<file path="config.mk">
export PLATFORM = sky130hd
export DESIGN_NAME = instruction_fetch_unit
export DESIGN_NICKNAME = d
export VERILOG_FILES = /design/src/rtl/instruction_fetch_unit.sv
export SDC_FILE = /design/constraint.sdc
export NUM_CORES = 1
export LEC_CHECK = 0
export BUFFER_PORTS_ARGS = -buffer_cell sky130_fd_sc_hd__buf_2
export CAP_MARGIN = 40
export CORE_UTILIZATION = 25
export CTS_CLUSTER_SIZE = 16
export DETAILED_ROUTE_END_ITERATION = 7
export GPL_TIMING_DRIVEN = 0
export PLACE_DENSITY = 0.53
export SLEW_MARGIN = 20
export SYNTH_ARGS = -nofsm -noshare
export SYNTH_HDL_FRONTEND = slang
export SYNTH_SLANG_ARGS = --single-unit
export TNS_END_PERCENT = 100
</file>
<file path="constraint.sdc">
create_clock -name clk -period 5.3 [get_ports clk]
set_input_delay 1.06 -clock clk [delete_from_list [all_inputs] [get_ports clk]]
set_output_delay 1.06 -clock clk [all_outputs]
set_load 0.01 [all_outputs]
</file>
<file path="src/rtl/instruction_fetch_unit.sv">
// Fetch requester: PC/read strobe toward InstructionMemory, 2-entry skid FIFO toward the decoder.
// Latency rd_en -> dec_valid is 2 cycles; dec_ready low with a full FIFO stalls issue, nothing is lost.
module instruction_fetch_unit #(
    parameter int  INST_WIDTH = 32,
    parameter int  INST_DEPTH = 16,
    parameter int  RESET_PC   = 0,
    parameter int  WRAP       = 1,
    localparam int AW         = $clog2(INST_DEPTH)
) (
    input  logic                  clk,
    input  logic                  rst,
    input  logic                  fetch_en,
    output logic                  rd_en,
    output logic [AW-1:0]         rd_addr,
    input  logic [INST_WIDTH-1:0] instruction,
    output logic                  dec_valid,
    input  logic                  dec_ready,
    output logic [INST_WIDTH-1:0] dec_instr,
    output logic [AW-1:0]         dec_pc,
    input  logic                  redirect_valid,
    input  logic [AW-1:0]         redirect_addr,
    output logic                  halted
);

    typedef enum logic [1:0] {
        IDLE = 2'd0,
        RUN  = 2'd1,
        HALT = 2'd2
    } state_t;

    state_t                state_q, state_d;
    logic [AW-1:0]         pc_q, pc_d;
    logic                  inflight_q, inflight_d;
    logic [AW-1:0]         inflight_pc_q, inflight_pc_d;
    logic [1:0]            cnt_q, cnt_d;
    logic [INST_WIDTH-1:0] head_instr_q, head_instr_d;
    logic [AW-1:0]         head_pc_q, head_pc_d;
    logic [INST_WIDTH-1:0] tail_instr_q, tail_instr_d;
    logic [AW-1:0]         tail_pc_q, tail_pc_d;

    logic [2:0] occ;
    logic       pop_req;
    logic       pop;
    logic       push;
    logic       last_addr;

    assign rd_addr   = pc_q;
    assign dec_valid = (cnt_q != 2'd0);
    assign dec_instr = head_instr_q;
    assign dec_pc    = head_pc_q;
    assign halted    = (state_q == HALT);

    always_comb begin
        state_d       = state_q;
        pc_d          = pc_q;
        inflight_pc_d = pc_q;
        cnt_d         = cnt_q;
        head_instr_d  = head_instr_q;
        head_pc_d     = head_pc_q;
        tail_instr_d  = tail_instr_q;
        tail_pc_d     = tail_pc_q;

        occ       = 3'(cnt_q) + 3'(inflight_q);
        pop_req   = dec_valid && dec_ready;
        pop       = pop_req && !redirect_valid;
        push      = inflight_q && !redirect_valid;
        last_addr = (pc_q == AW'(INST_DEPTH - 1));
        rd_en     = (state_q == RUN) && !redirect_valid && ((occ < 3'd2) || pop_req);
        // A redirect forces rd_en low, so this also squashes any in-flight response.
        inflight_d = rd_en;

        if (redirect_valid) begin
            pc_d = redirect_addr;
        end else if (rd_en) begin
            pc_d = pc_q + 1'b1;
        end

        if (redirect_valid) begin
            state_d = fetch_en ? RUN : IDLE;
        end else begin
            unique case (state_q)
                IDLE: if (fetch_en) state_d = RUN;
                RUN: begin
                    if (rd_en && last_addr && (WRAP == 0)) state_d = HALT;
                    else if (!fetch_en)                    state_d = IDLE;
                end
                HALT: state_d = HALT;
                default: state_d = IDLE;
            endcase
        end

        // Head slot is the decoder-facing register; it keeps its value when the FIFO drains.
        if (redirect_valid) begin
            cnt_d = 2'd0;
        end else begin
            unique case (cnt_q)
                2'd0: begin
                    if (push) begin
                        head_instr_d = instruction;
                        head_pc_d    = inflight_pc_q;
                        cnt_d        = 2'd1;
                    end
                end
                2'd1: begin
                    if (push && pop) begin
                        head_instr_d = instruction;
                        head_pc_d    = inflight_pc_q;
                    end else if (push) begin
                        tail_instr_d = instruction;
                        tail_pc_d    = inflight_pc_q;
                        cnt_d        = 2'd2;
                    end else if (pop) begin
                        cnt_d = 2'd0;
                    end
                end
                2'd2: begin
                    if (pop) begin
                        head_instr_d = tail_instr_q;
                        head_pc_d    = tail_pc_q;
                        if (push) begin
                            tail_instr_d = instruction;
                            tail_pc_d    = inflight_pc_q;
                        end else begin
                            cnt_d = 2'd1;
                        end
                    end
                end
                default: cnt_d = 2'd0;
            endcase
        end
    end

    always_ff @(posedge clk or posedge rst) begin
        if (rst) begin
            state_q       <= IDLE;
            pc_q          <= AW'(RESET_PC);
            inflight_q    <= 1'b0;
            inflight_pc_q <= '0;
            cnt_q         <= 2'd0;
            head_instr_q  <= '0;
            head_pc_q     <= '0;
            tail_instr_q  <= '0;
            tail_pc_q     <= '0;
        end else begin
            state_q       <= state_d;
            pc_q          <= pc_d;
            inflight_q    <= inflight_d;
            inflight_pc_q <= inflight_pc_d;
            cnt_q         <= cnt_d;
            head_instr_q  <= head_instr_d;
            head_pc_q     <= head_pc_d;
            tail_instr_q  <= tail_instr_d;
            tail_pc_q     <= tail_pc_d;
        end
    end

endmodule

</file>
# ---- After elaboration in Yosys (flattened, before gate mapping)
# Index checks and enable logic that the tools add are counted.
dict set report totals {
  out_inout_bits 43
  input_bits 41
  regBits 85
}
dict set report classes {
  bitwise_logic 1
  magnitude_cmp 1
  n_reduce_logical 18
  eq_ne 15
  mux 31
  addsub 2
}
# operator count
set op_table {}
lappend op_table {{$mux W32} 6}
lappend op_table {{$pmux W32 S3} 1}
lappend op_table {{$pmux W32 S2} 1}
lappend op_table {{$mux W4} 8}
lappend op_table {{$mux W2} 10}
lappend op_table {{$ne A3 B3 Y1 const B} 6}
lappend op_table {{$pmux W2 S3} 2}
lappend op_table {{$pmux W4 S3} 1}
lappend op_table {{$reduce_and A5 Y1} 2}
lappend op_table {{$ne A2 B2 Y1 const B} 4}
lappend op_table {{$pmux W4 S2} 1}
lappend op_table {{$logic_and A1 B1 Y1} 6}
lappend op_table {{$reduce_bool A2 Y1} 3}
lappend op_table {{$add A4 B1 Y4 const B} 1}
lappend op_table {{$eq A2 B1 Y1 const B} 2}
lappend op_table {{$eq A2 B2 Y1 const B} 2}
lappend op_table {{$logic_not A2 Y1} 2}
lappend op_table {{$ne A4 B4 Y1 const B} 1}
lappend op_table {{$reduce_and A4 Y1} 1}
lappend op_table {{$add A2 B1 Y3} 1}
lappend op_table {{$lt A3 B2 Y1 const B} 1}
lappend op_table {{$reduce_bool A3 Y1} 1}
lappend op_table {{$reduce_and A2 Y1} 1}
lappend op_table {{$logic_not A1 Y1} 1}
lappend op_table {{other kinds (3)} 3}

# ---- Depth between registers and ports, before layout
# Gate-level depths: netlist of run 1.
dict set report logic_depth {
  ltp_word 8
  depth_mapped 7
  depth_no_buf 4
}

# ---- Worst setup path before layout of run 1
# OpenSTA, ideal clock, no wires.
dict set report synth_timing {
  kind {input-to-output}
  startpoint {in dec_ready}
  endpoint {out rd_en}
  arrival_time_ns 1.703
  slack_ns 2.537
  required_ns 4.240
  n_path_buf 1
  stages 3
  cell_sequence {buf_2 -> o21ai_0 -> nor2_1}
}
dict set report synth_via {
  elab_chain_cells 3
}
# item line_no
set synth_rtl {}
lappend synth_rtl {{start: declaration} 17} ;# input logic dec_ready,
lappend synth_rtl {{$logic_and A1 B1 Y1} 64} ;# pop_req = dec_valid && dec_ready;
lappend synth_rtl {{$logic_or A1 B1 Y1} 68} ;# rd_en = (state_q == RUN) && !redirect_valid && ((occ < 3'd2) || pop_req);
lappend synth_rtl {{$logic_and A1 B1 Y1} 68}
lappend synth_rtl {{end: declaration} 13} ;# output logic rd_en,
# Every way passes these cells.

# ---- Final worst setup path of run 1
# Ends and elaborated chain as after synthesis.

==> flow_metrics.tcl, run 1 <==
set metrics [dict create \
    outcome "finished, final reports clean" \
    synth-seq-cells 85 \
    setup_slack_ns 2.354 \
    syn_to_final_growth_pct 25.02 \
    power_mw 1.764 \
    finalSetupViolCount 0 \
    netlist_instances 328 \
    io_buffers 82 \
    dr.pass1.iters 5 \
    ys_warn_count 0 \
    groute.usage.overall_pct 11.59 \
    row_count 44 \
    holdBufCountCts 0 \
    via_per_inst 4.291 \
    avgSynthCellArea_um2 11.38 \
    coreArea_um2 14530 \
    setup.worst_path.class "primary input to output pin" \
    hold_class "flop to flop" \
    ys.flop_type "dfrtp_1" \
    p_leak_nw 2.345 \
    clk-insertion-delay-late_ns 0.34 \
    post-cts-setup-buffers 0 \
    maxSlewHeadroom_pct 57.41 \
    cts_tree "done" \
    whs_ns 0.4436 \
    synth.distinct_cells 27 \
    pin_count 84 \
    route.detailed.drc 0 \
    post_drt_wl_per_cell_um 13.57 \
    die_x_um 124.2 \
    fill_cells 1511 \
    grt_max_degree 50 \
    irDropWorstVdd_mv 0.1365 \
    skew_ns 0.009268 \
    clockBufferDepth 2 \
    synth_area_um2 3731 \
    num-nets-final 464 \
    crit_arrival_ns 1.89 \
    max_freq_mhz 339.4 \
    fin_util_pct 32.09 \
    drt_wl_total_um 8291 \
    num_vias 2622 \
    post-place-ws_ns 2.364 \
    required_ns 4.24 \
    cp_max_fo 9 \
    timing_hold_violations_final 0 \
    die_area_um2 15420 \
    maxCapViolations 0 \
    grt_pass1_wl_um 13100 \
    synth_edf_count 0 \
    ys_seq_area_share_pct 57.01 \
    ant_nets 0 \
    initialDrtViolationCount 87 \
    hpwl_um 5738 \
    grt-ovfl-total 0 \
    synth-async-reset-ratio_pct 100.0 \
    min_period_over_period_pct 55.59 \
    post_cts_resized 0 \
    fin_tns_setup_ns 0 \
    tightest_slew_ns 0.6388 \
    worst_setup_path_end_kind "output pin" \
    grt_pass1_vias 2587 \
    cts_inserted_buffers 9 \
    start_kind "primary input" \
    drive_above_1_share_pct 35.60 \
    clk_pin_slew_ns 0.06 \
    syn-num-nets 370 \
    rsz0062_at_grt "no" \
    cts.sinks 85 \
    die_h_um 124.2 \
    final.min_clock_period_ns 2.946 \
    start_util_pct 25.67 \
    gp_congestion 0.7692 \
    power_density_nw_per_um2 378.1 \
    maxSlewViolCount 0 \
    root_buffer "clkbuf_16" \
    antenna_cells 0 \
    antenna_found_initial 0 \
    htreeDepth 3 \
]
==> synth_stat cells (2+ instances only) <==
cell type / number / share of area [%]
nor2b_1: 3 / 0.50
a21oi_1: 5 / 0.67
o21ai_0: 5 / 0.67
buf_4: 3 / 0.60
buf_2: 5 / 0.67
mux2i_1: 2 / 0.54
mux2_2: 41 / 12
nor3b_1: 2 / 0.40
inv_1: 2 / 0.20
nand2_1: 113 / 11
dfrtp_1: 85 / 57
o211ai_1: 2 / 0.40
nand2b_1: 2 / 0.34
xor2_1: 3 / 0.70
buf_6: 3 / 0.91
buf_1: 4 / 0.40
nor2_1: 6 / 0.60
mux2_1: 31 / 9.4
clkbuf_1: 3 / 0.30
==> worst paths after layout <==
check / slack (ns) / to / cells after the start / start
min reg2reg: 0.44 / state_q[1] / 1 / state_q[0]
max: 2.35 / rd_en / 4 / dec_ready
min: 0.44 / state_q[1] / 1 / state_q[0]
max in group asynchronous: 3.84 / cnt_q[0] / 3 / rst
min in group asynchronous: 0.82 / dec_instr[11] / 2 / rst
max reg2reg: 3.31 / dec_pc[0] / 6 / cnt_q[0]
==> cell families after synthesis <==
| logic type | Yosys count | share of synthesized area, % |
|---|---|---|
| AOI/OAI and AO/OA | 14 | 2.548 |
| xor gates and xnor gates | 3 | 0.7044 |
| adders and majority gates | 1 | 0.3353 |
| buffers and inverters | 20 | 3.085 |
| DFF | 85 | 57.01 |
| muxes | 74 | 22.27 |
| and+or+nand+nor | 131 | 14.05 |
==> stage by stage <==
step                      instance area (um2)  std cells
after floorplan                          3731        328
after global placement                   4372        594
after detailed placement                 4394        595
after CTS                                4664        611
after global routing                     4664        611
final                                    4664        611
==> layout make-up <==
type                    instances  area [um2]  area share, %
inverters                       2       10.01         0.2146
clock buffers                  12       246.5          5.284
flip-flops and latches         85        2127          45.60
well taps                     184       230.2          4.936
clock inverters                 4       23.77         0.5097
plain buffers                  18       107.6          2.307
repair buffers                 83       430.4          9.227
multi-input cells             223        1489          31.92
==> sequential cells by signal (all words and copies together), names as in the netlist <==
register / cells
rd_addr: 4
dec_instr: 32
state_q: 2
inflight_pc_q: 4
inflight_q: 1
dec_pc: 4
tail_instr_q: 32
tail_pc_q: 4
cnt_q: 2
==> cells in the final DEF (no fill, tap or decap), types with 3 or more instances in the layout <==
cell / count
nor2b_1: 3
mux2_2: 41
buf_6: 3
buf_1: 4
nand2_1: 113
mux2_1: 31
a21oi_1: 5
nor2_1: 6
clkbuf_1: 5
buf_4: 3
xor2_1: 3
o21ai_0: 5
buf_2: 87
clkbuf_16: 9
clkinv_2: 3
dfrtp_1: 85
==> where the power goes <==
| part | internal [mW] | leakage, nW | total, mW | switching, mW |
|---|---|---|---|---|
| Clock | 0.329 | 0.136 | 0.579 | 0.250 |
| Combinational | 0.174 | 1.15 | 0.326 | 0.152 |
| Sequential | 0.790 | 1.05 | 0.858 | 0.0685 |
| Total | 1.29 | 2.35 | 1.76 | 0.471 |
==> worst max-delay path, cell delays in order <==
cell,delay [ns]
buf_2,0.17
o21ai_0,0.38
nor2_1,0.11
buf_2,0.16
==> layer usage <==
layer | up-vias | global-route usage, % | wire length (um) | part of all wire, %
li1 | 1268 | - | - | -
met1 | 1278 | 15.02 | 3948 | 48
met2 | 67 | 17.99 | 3794 | 46
met3 | 9 | 3.526 | 438 | 5.3
met4 | 0 | 4.464 | 109 | 1.3
met5 | - | 0 | 0 | 0
Note: power is estimated with default switching activity, not from simulation.
==> run 2, diff against run 1 <==
ABC_AREA = 1   (was unset)
PLACE_DENSITY = 0.54   (was 0.53)
clock period = 2.45 ns   (was 5.3 ns; I/O delays follow)
==> run 2 against run 1 <==
Clock skew decreased by 0.0025 ns. Sequential share of layout area decreased by 3.9 points. Via count increased by 22%. Die area increased by 9.7%. Worst setup slack got worse by 2.0 ns. Synthesized cell count increased by 32%. Combinational power increased to 5.1 times the previous value. Final cell count increased by 23%. Sequential power increased to 2.6 times the previous value. First-iteration DRC count increased by 61%. Largest power group unchanged.
==> flow_metrics.tcl, run 2 <==
set metrics [dict create \
    irDropWorstVdd_mv 0.3608 \
    cts.sinks 85 \
    whs_ns 0.2002 \
    num_vias 3208 \
    holdBufCountCts 0 \
    row_count 46 \
    coreArea_um2 15940 \
    clk-insertion-delay-late_ns 0.35 \
    ff2ff_setup_slack_ns 1.03 \
    fin_tns_setup_ns 0 \
    synth.most_common_cell "nand2_1" \
    layout.cells.non_filler 750 \
    outcome "finished, final reports clean" \
    yosysTopAreaCell "dfrtp_1" \
    maxSlewViolCount 0 \
    ys_warn_count 0 \
    path_buf_inv 2 \
    post_cts_resized 0 \
    final_cell_mix "110 x nand2_1, 85 x dfrtp_1, 83 x buf_2" \
    tightest_slew_ns 0.5807 \
    post_drt_wl_per_cell_um 13.45 \
    final.min_clock_period_ns 2.064 \
    synth_edf_count 0 \
    die_x_um 130.1 \
    placed_cell_area_um2 4825 \
    netlist_instances 434 \
    via_per_inst 4.277 \
    required_ns 1.96 \
    avgSynthCellArea_um2 9.447 \
    initialDrtViolationCount 140 \
    slowest_stage "dfrtp_1" \
    post-cts-setup-buffers 0 \
    synth_area_um2 4100 \
    dpl.cell_count 734 \
    die_area_um2 16920 \
    pin_count 84 \
    maxCapViolations 0 \
    timing_hold_violations_final 0 \
    ant_nets 0 \
    cts_tree "done" \
    post-place-ws_ns 0.6289 \
    synth.distinct_cells 28 \
    max_stage_delay_ns 0.46 \
    ys.flop_type "dfrtp_1" \
    htreeDepth 3 \
    synth-seq-cells 85 \
    synth-async-reset-ratio_pct 100.0 \
    maxSlewHeadroom_pct 61.20 \
    syn_to_final_growth_pct 24.38 \
    max_freq_mhz 484.5 \
    route.detailed.drc 0 \
    p_leak_nw 2.539 \
    cts_inserted_buffers 9 \
    clockBufferDepth 2 \
    drt_wl_total_um 10090 \
    gp_congestion 0.7954 \
    start_util_pct 25.72 \
    setup.worst_path.class "flop to output pin" \
    cp_cell_sequence "a21oi_1 -> o21bai_1 -> inv_1 -> buf_2" \
    setup_slack_ns 0.3859 \
    die_h_um 130.1 \
    grt_pass1_wl_um 16520 \
    power_mw 5.234 \
    rr_worst_depth 8 \
    r2r-start "cnt_q[0]" \
    syn-num-nets 476 \
    min_period_over_period_pct 84.25 \
    start_kind "flop" \
    final_common_cell "nand2_1" \
    cp_max_fo 6 \
    power_density_nw_per_um2 1026 \
    r2r-end "dec_instr[11]" \
    num-nets-final 571 \
    synth_area_leaders "dfrtp_1 52%, nand2_1 10%, o21ai_2 6.8%" \
    fin_area_um2 5100 \
    skew_ns 0.006743 \
    synth_top_area_share_pct 51.88 \
    groute.usage.overall_pct 13.14 \
    path_delay_family "flip-flops" \
    fin_util_pct 31.99 \
    antenna_found_initial 0 \
    dr.pass1.iters 5 \
    root_buffer "clkbuf_16" \
    rsz0062_at_grt "no" \
    ys_seq_area_share_pct 51.88 \
    hpwl_um 7307 \
    grt-ovfl-total 0 \
    worst_setup_path_end_kind "output pin" \
    finalSetupViolCount 0 \
    io_buffers 82 \
    grt_pass1_vias 3181 \
    synth_common_cells "110 x nand2_1, 85 x dfrtp_1, 42 x inv_1" \
    drive_above_1_share_pct 38.01 \
    antenna_cells 0 \
    hold_class "primary input to async pin" \
    grt_max_degree 33 \
    clk_pin_slew_ns 0.07 \
    crit_arrival_ns 1.57 \
]
run 2: worst max-delay path by stage:
stage	end	from	cells past startpoint
finish	rd_en	cnt_q[1]	4
CTS	rd_en	cnt_q[1]	4
global placement	dec_instr[26]	rst	2
detailed placement	rd_en	redirect_valid	6
global route	rd_en	cnt_q[1]	4
floorplan	rd_en	redirect_valid	5
run 2: logic make-up (layout without fill, tap and decap cells):
logic type / after synthesis / count (layout) / share of synthesized area, %
AOI/OAI and AO/OA: 116 / 116 / 20.29
adders and majority gates: 1 / 1 / 0.3051
DFF: 85 / 85 / 51.88
and+or+nand+nor: 161 / 161 / 16.91
xor gates and xnor gates: 1 / 1 / 0.2136
buffers and inverters: 70 / 170 / 10.41
run 2: final cells by class:
class                      count  area [um2]
fill                        1706       10840
sequential                    85        2127
multi-input combinational    279        1546
timing repair buffer          84       450.4
tap                          216       270.3
buffer                        24       254.0
clock buffer                  10       229.0
inverter                      46       176.4
clock inverter                 6       46.29
run 2: layer usage:
metal	GRT usage [%]	vias up	wire length, um
li1	-	1583	-
met1	16.89	1541	4766
met2	21.34	71	4748
met3	2.706	13	397
met4	5.677	0	175
met5	0	-	0
run 2: where the power goes:
group | internal (mW) | switching (mW)
combinational | 0.721 | 0.937
clock | 0.697 | 0.606
sequential | 1.99 | 0.279
